**config.mk**
```make
export PLATFORM = sky130hd
export DESIGN_NAME = comparator_4bit_bh
export DESIGN_NICKNAME = d
export VERILOG_FILES = /design/src/rtl/comparator_4bit_bh_pkg.sv /design/src/rtl/comparator_4bit_bh_cmp_bit_cell.sv /design/src/rtl/comparator_4bit_bh.sv
export SDC_FILE = /design/constraint.sdc
export NUM_CORES = 1
export LEC_CHECK = 0
export CAP_MARGIN = 10
export CORE_AREA = 2 2 39 41
export DETAILED_ROUTE_END_ITERATION = 7
export DIE_AREA = 0 0 41 43
export PLACE_DENSITY = 0.56
export SKIP_CTS_REPAIR_TIMING = 1
export SYNTH_ARGS = -nofsm -noshare
export SYNTH_HDL_FRONTEND = slang
export SYNTH_HIERARCHICAL = 1
export SYNTH_SLANG_ARGS = --single-unit
```
**constraint.sdc**
```tcl
create_clock -name clk -period 0.8 [get_ports clk]
set_input_delay 0.16 -clock clk [delete_from_list [all_inputs] [get_ports clk]]
set_output_delay 0.16 -clock clk [all_outputs]
set_load 0.01 [all_outputs]
```
**src/rtl/comparator_4bit_bh_pkg.sv**
```systemverilog
// ============================================================================
// Module      : comparator_4bit_bh_pkg
// Description : Cascade-flag type and one-hot {EQ,GT,LT} encodings shared by
//               the comparator top and its bit cell.
// Revision    : 1.0 - initial release
// ============================================================================
`default_nettype none

package comparator_4bit_bh_pkg;

  // Field order matches the one-hot output encoding {EQ,GT,LT}.
  typedef struct packed {
    logic eq;
    logic gt;
    logic lt;
  } cmp_casc_t;

  localparam cmp_casc_t CASC_NONE = '{eq: 1'b0, gt: 1'b0, lt: 1'b0};
  localparam cmp_casc_t CASC_EQ   = '{eq: 1'b1, gt: 1'b0, lt: 1'b0};
  localparam cmp_casc_t CASC_GT   = '{eq: 1'b0, gt: 1'b1, lt: 1'b0};
  localparam cmp_casc_t CASC_LT   = '{eq: 1'b0, gt: 1'b0, lt: 1'b1};

endpackage : comparator_4bit_bh_pkg

`default_nettype wire

```
**src/rtl/comparator_4bit_bh_cmp_bit_cell.sv**
```systemverilog
// ============================================================================
// Module      : cmp_bit_cell
// Description : One-bit magnitude-compare cascade cell; the first differing
//               bit seen from the MSB side decides the ordering.
// Revision    : 1.0 - initial release
// ============================================================================
`default_nettype none

module cmp_bit_cell
  import comparator_4bit_bh_pkg::*;
(
  input  logic      ai,
  input  logic      bi,
  input  cmp_casc_t prev,
  output cmp_casc_t next
);

  always_comb begin
    next = prev;
    if (prev.eq && (ai != bi)) begin
      next = ai ? CASC_GT : CASC_LT;
    end
  end

endmodule : cmp_bit_cell

`default_nettype wire

```
**src/rtl/comparator_4bit_bh.sv**
```systemverilog
// ============================================================================
// Module      : comparator_4bit_bh
// Description : Registered WIDTH-bit magnitude comparator, unsigned or signed,
//               driving one-hot EQ/GT/LT one cycle after the operands.
// Revision    : 1.0 - initial release
// ============================================================================
`default_nettype none

module comparator_4bit_bh
  import comparator_4bit_bh_pkg::*;
#(
  parameter int WIDTH  = 4,
  parameter bit SIGNED = 1'b0
) (
  input  logic             clk,
  input  logic             rst,
  output logic             EQ,
  output logic             GT,
  output logic             LT,
  input  logic [WIDTH-1:0] a,
  input  logic [WIDTH-1:0] b
);

  // Flipping both sign bits maps two's complement onto offset binary, so the
  // unsigned cascade then orders signed operands correctly.
  localparam logic [WIDTH-1:0] SIGN_FLIP =
      SIGNED ? (WIDTH'(1) << (WIDTH - 1)) : {WIDTH{1'b0}};

  logic [WIDTH-1:0] a_cmp;
  logic [WIDTH-1:0] b_cmp;
  cmp_casc_t        chain [WIDTH:0];
  cmp_casc_t        flags;

  assign a_cmp        = a ^ SIGN_FLIP;
  assign b_cmp        = b ^ SIGN_FLIP;
  assign chain[WIDTH] = CASC_EQ;

  for (genvar gi = WIDTH - 1; gi >= 0; gi--) begin : g_cell
    cmp_bit_cell u_cell (
      .ai   (a_cmp[gi]),
      .bi   (b_cmp[gi]),
      .prev (chain[gi+1]),
      .next (chain[gi])
    );
  end

  always_ff @(posedge clk or posedge rst) begin
    if (rst) begin
      flags <= CASC_NONE;
    end else begin
      flags <= chain[0];
    end
  end

  assign EQ = flags.eq;
  assign GT = flags.gt;
  assign LT = flags.lt;

endmodule : comparator_4bit_bh

`default_nettype wire

```
# --- Word level (Yosys, flattened, before mapping) ---
# Index checks and enable logic that the tools add are counted.
totals:
  inputBits: 10
  register_bits: 3
  out_inout_bits: 3
classes:
  n_reduce_logical: 3
  eq_ne: 4
  muxes: 8
op_table:
  columns: ["op", "count"]
  rows:
  - ["3-bit two-way mux", 4]
  - ["2-bit two-way mux", 4]
  - ["1-bit inequality test", 4]
  - ["1-bit logical AND", 3]

# --- Longest topological paths before layout ---
depth:
  depth_word: 8
  depth_mapped: 9
  ltp_nobuf: 9

# --- Modules after synthesis ---
# The synthesis kept the hierarchy.
modules_own_cells:
  columns: ["mod", "cells_each", "instances", "seq_area_each_um2", "area_each_um2"]
  rows:
  - ["cmp_bit_cell", 11, 4, 0.0, 52.6]
  - ["comparator_4bit_bh", 6, 1, 75.1, 86.3]

# --- Worst setup path before layout ---
# Ideal clock, no wire load.
synth_path:
  path_kind: "input -> register"
  from: "input port a[3]"
  to: "register flags, in the netlist LT"
  arrival_time_ns: 1.246
  stages: 9
  slack_ns: -0.571
  required_time_ns: 0.675
  cell_sequence: "xor2_1 nor2_1 inv_1 nor2_1 inv_1 nor2_1 inv_1 o21ai_0 o21ai_1"
synth_lines:
  columns: ["element", "line_no", "rtl"]
  rows:
  - ["start: declaration", "comparator_4bit_bh.sv:20", "input logic [WIDTH-1:0] a,"]
  - ["end signal: assignment", "comparator_4bit_bh.sv:51", "flags <= chain[0];"]
  - ["end: declaration", "comparator_4bit_bh.sv:32", "cmp_casc_t flags;"]

==> metrics.cfg <==
[status]
outcome=finished with violations
violations=setup timing

[synthesis]
synth-simple-area-share_pct=15.2
synth_seq_area_share_pct=25.3
synth_compound_area_share_pct=33.8
yosys_warnings=6
yosysUniqueCellTypes=9
ys_ff_latch=3
syn_avg_cell_area_um2=5.93
synth_mux_area_share_pct=0
syn_area_um2=297
synth_top_family_by_area=compound AO/OA/AOI/OAI gates
synth_area_leader_cell=dfrtp_1
synthAdderAreaFrac_pct=0
synthCells=50
synthTopCellsByArea=dfrtp_1 25%, a21oi_1 20%, xor2_1 12%
synthXorXnorAreaFrac_pct=11.8
synth_top_cell_area_share_pct=25.3

[timing]
whs_ns=0.0964
finalCriticalPeriod_ns=1.19
maxSlewViolCount=0
fmax_mhz=842
setup_violations=6
rsz0062_at_grt=true
fin_ws_ns=-0.388
hold_viol_final=0
post-route-period-util_pct=149

[pwr]
seqPwrFrac_pct=24.2
combPwrFrac_pct=37.9
intPower_w=0.000478
p_leak_nw=0.299
switching_share_pct=31.0
p_clk_share_pct=37.9
ir_drop_uv=360
power_w=0.000693
switchingPower_w=0.000215
p_per_area_nw_per_um2=1200

[route]
via_count=377
drc=0
wl_per_cell_um=7.38
drt_pre_antenna_iters=3
drtIter0Drc=2
via_per_inst=4.01
routed_wl_um=694
antenna_left=0

[floorplanning]
die_area_um2=1760
rows=14
ioPinCount=13
dieHeight_um=43
coreArea_um2=1380
initial_core_util_pct=21.4
chipWidth_um=41

[worst_setup_path]
path_max_fanout=4
crit_chain=buf_6 -> xor2_1 -> nor2_2 -> inv_2 -> o21ai_1 -> o21ai_1 -> a21oi_1 -> o21ai_1 -> a21oi_1 -> o21ai_1
slowest_delay_ns=0.16
crit_buf_inv=2
critical_path_class=input port to register
start_kind=input port
worstPathArrival_ns=1.30
path_delay_family=compound AO/OA/AOI/OAI gates
crit_path_frequent_cell=o21ai_1
end_kind=register
cp.required_ns=0.91
critPathLaunch=b[3]
cpMaxStageDelayCell=nor2_2

[job]
max-cap-violations=0

[worst_hold_path]
worstHoldPathType=input port to asynchronous set/reset pin

[finish]
syn_to_final_growth_pct=95.4
insertedDiodeCount=0
drive_above_1_share_pct=37.2
utilization_pct=41.9
fill_cells=153
fin_nets=89

[cts]
cts.path.max_buffers=2
numCtsBuffers=3
ctsHtreeMaxLevel=1
clk_pin_slew_ns=0.04
root_buffer=clkbuf_4
cts_tree=done
cts.sinks=3

[grt]
grtUsageTotal_pct=8.63
grt_antenna_before_repair=0
grt_overflow_total=0
grt_max_degree=6
grt_pass1_wl_mm=1.00
grt_pass1_vias=282

[placement]
gp_congestion=0.723
dp_hpwl_um=533
port_buffers=12

## layout make-up
cell class / instances / area (µm²) / share of cell area [%]
Clock buffer: 4 / 26.3 / 4.54
Multi-Input combinational cell: 44 / 260 / 44.9
Timing Repair Buffer: 18 / 164 / 28.3
Inverter: 9 / 33.8 / 5.83
Tap cell: 16 / 20.0 / 3.46
Sequential cell: 3 / 75.1 / 13.0
## cell families (layout without fill, tap and decap cells)
family | after synthesis | count (layout)
and+or+nand+nor | 12 | 12
DFF | 3 | 3
buffers and inverters | 9 | 31
other | 2 | 8
xor gates and xnor gates | 4 | 4
AOI/OAI and AO/OA | 20 | 20
## metrics by stage
stage	setup TNS (ns)	worst slack, ns	area, µm²	std cells
6_report	-1.15	-0.388	579	94
5_1_grt	-1.47	-0.475	579	94
4_1_cts	-3.74	-0.823	528	93
3_5_place_dp	-3.72	-1.07	502	89
3_3_place_gp	-3.52	-1.01	502	89
2_1_floorplan	-1.14	-0.433	324	56
## cells in the mapped netlist
| cell type | n |
|---|---|
| dfrtp_1 | 3 |
| o21ai_1 | 4 |
| xor2_1 | 4 |
| o21ai_0 | 4 |
| inv_1 | 9 |
| nor2_1 | 8 |
| a21oi_1 | 12 |
| nand2_1 | 4 |
| conb_1 | 2 |
## sequential cells by signal, indices dropped and copies added, names as in the netlist
signal,count
EQ,1
GT,1
LT,1
## metal layers
layer  routed length [µm]  track usage [%]  up-vias
li1                     -                -      210
met1                  295             9.32      158
met2                  347             12.2        9
met3                   51             3.14        0
met4                    0             8.00        0
met5                    0                0        -
## worst paths after layout
check	end	slack [ns]	cells past startpoint
worst max-delay path	LT$_DFF_PP0_	-0.39	10
worst min-delay path	LT$_DFF_PP0_	0.1	2
max in group asynchronous	GT$_DFF_PP0_	0.57	2
min in group clk	LT$_DFF_PP0_	0.50	5
## layout by cell type, fill, tap and decap left out, types with 3 or more instances in the layout
master	synthesis	final
inv_1	9	6
a21oi_2	0	4
xor2_1	4	3
clkdlybuf4s50_1	0	4
buf_6	0	3
o21ai_1	4	7
conb_1	2	8
inv_2	0	3
nand2_1	4	3
clkbuf_2	0	3
buf_4	0	5
a21oi_1	12	8
nor2_2	0	4
dlymetal6s2s_1	0	3
clkbuf_4	0	3
dfrtp_1	3	3
## power by group through the flow
stage / registers, W / logic, W / clock network [W]
finish: 0.000168 / 0.000263 / 0.000262
global route: 0.000169 / 0.000292 / 0.000295
CTS: 0.000168 / 0.000235 / 0.000272
detailed placement: 0.000170 / 0.000234 / 0
global placement: 0.000170 / 0.000230 / 0
floorplan: 0.000178 / 0.000107 / 0
(Power assumes the default switching activity.)
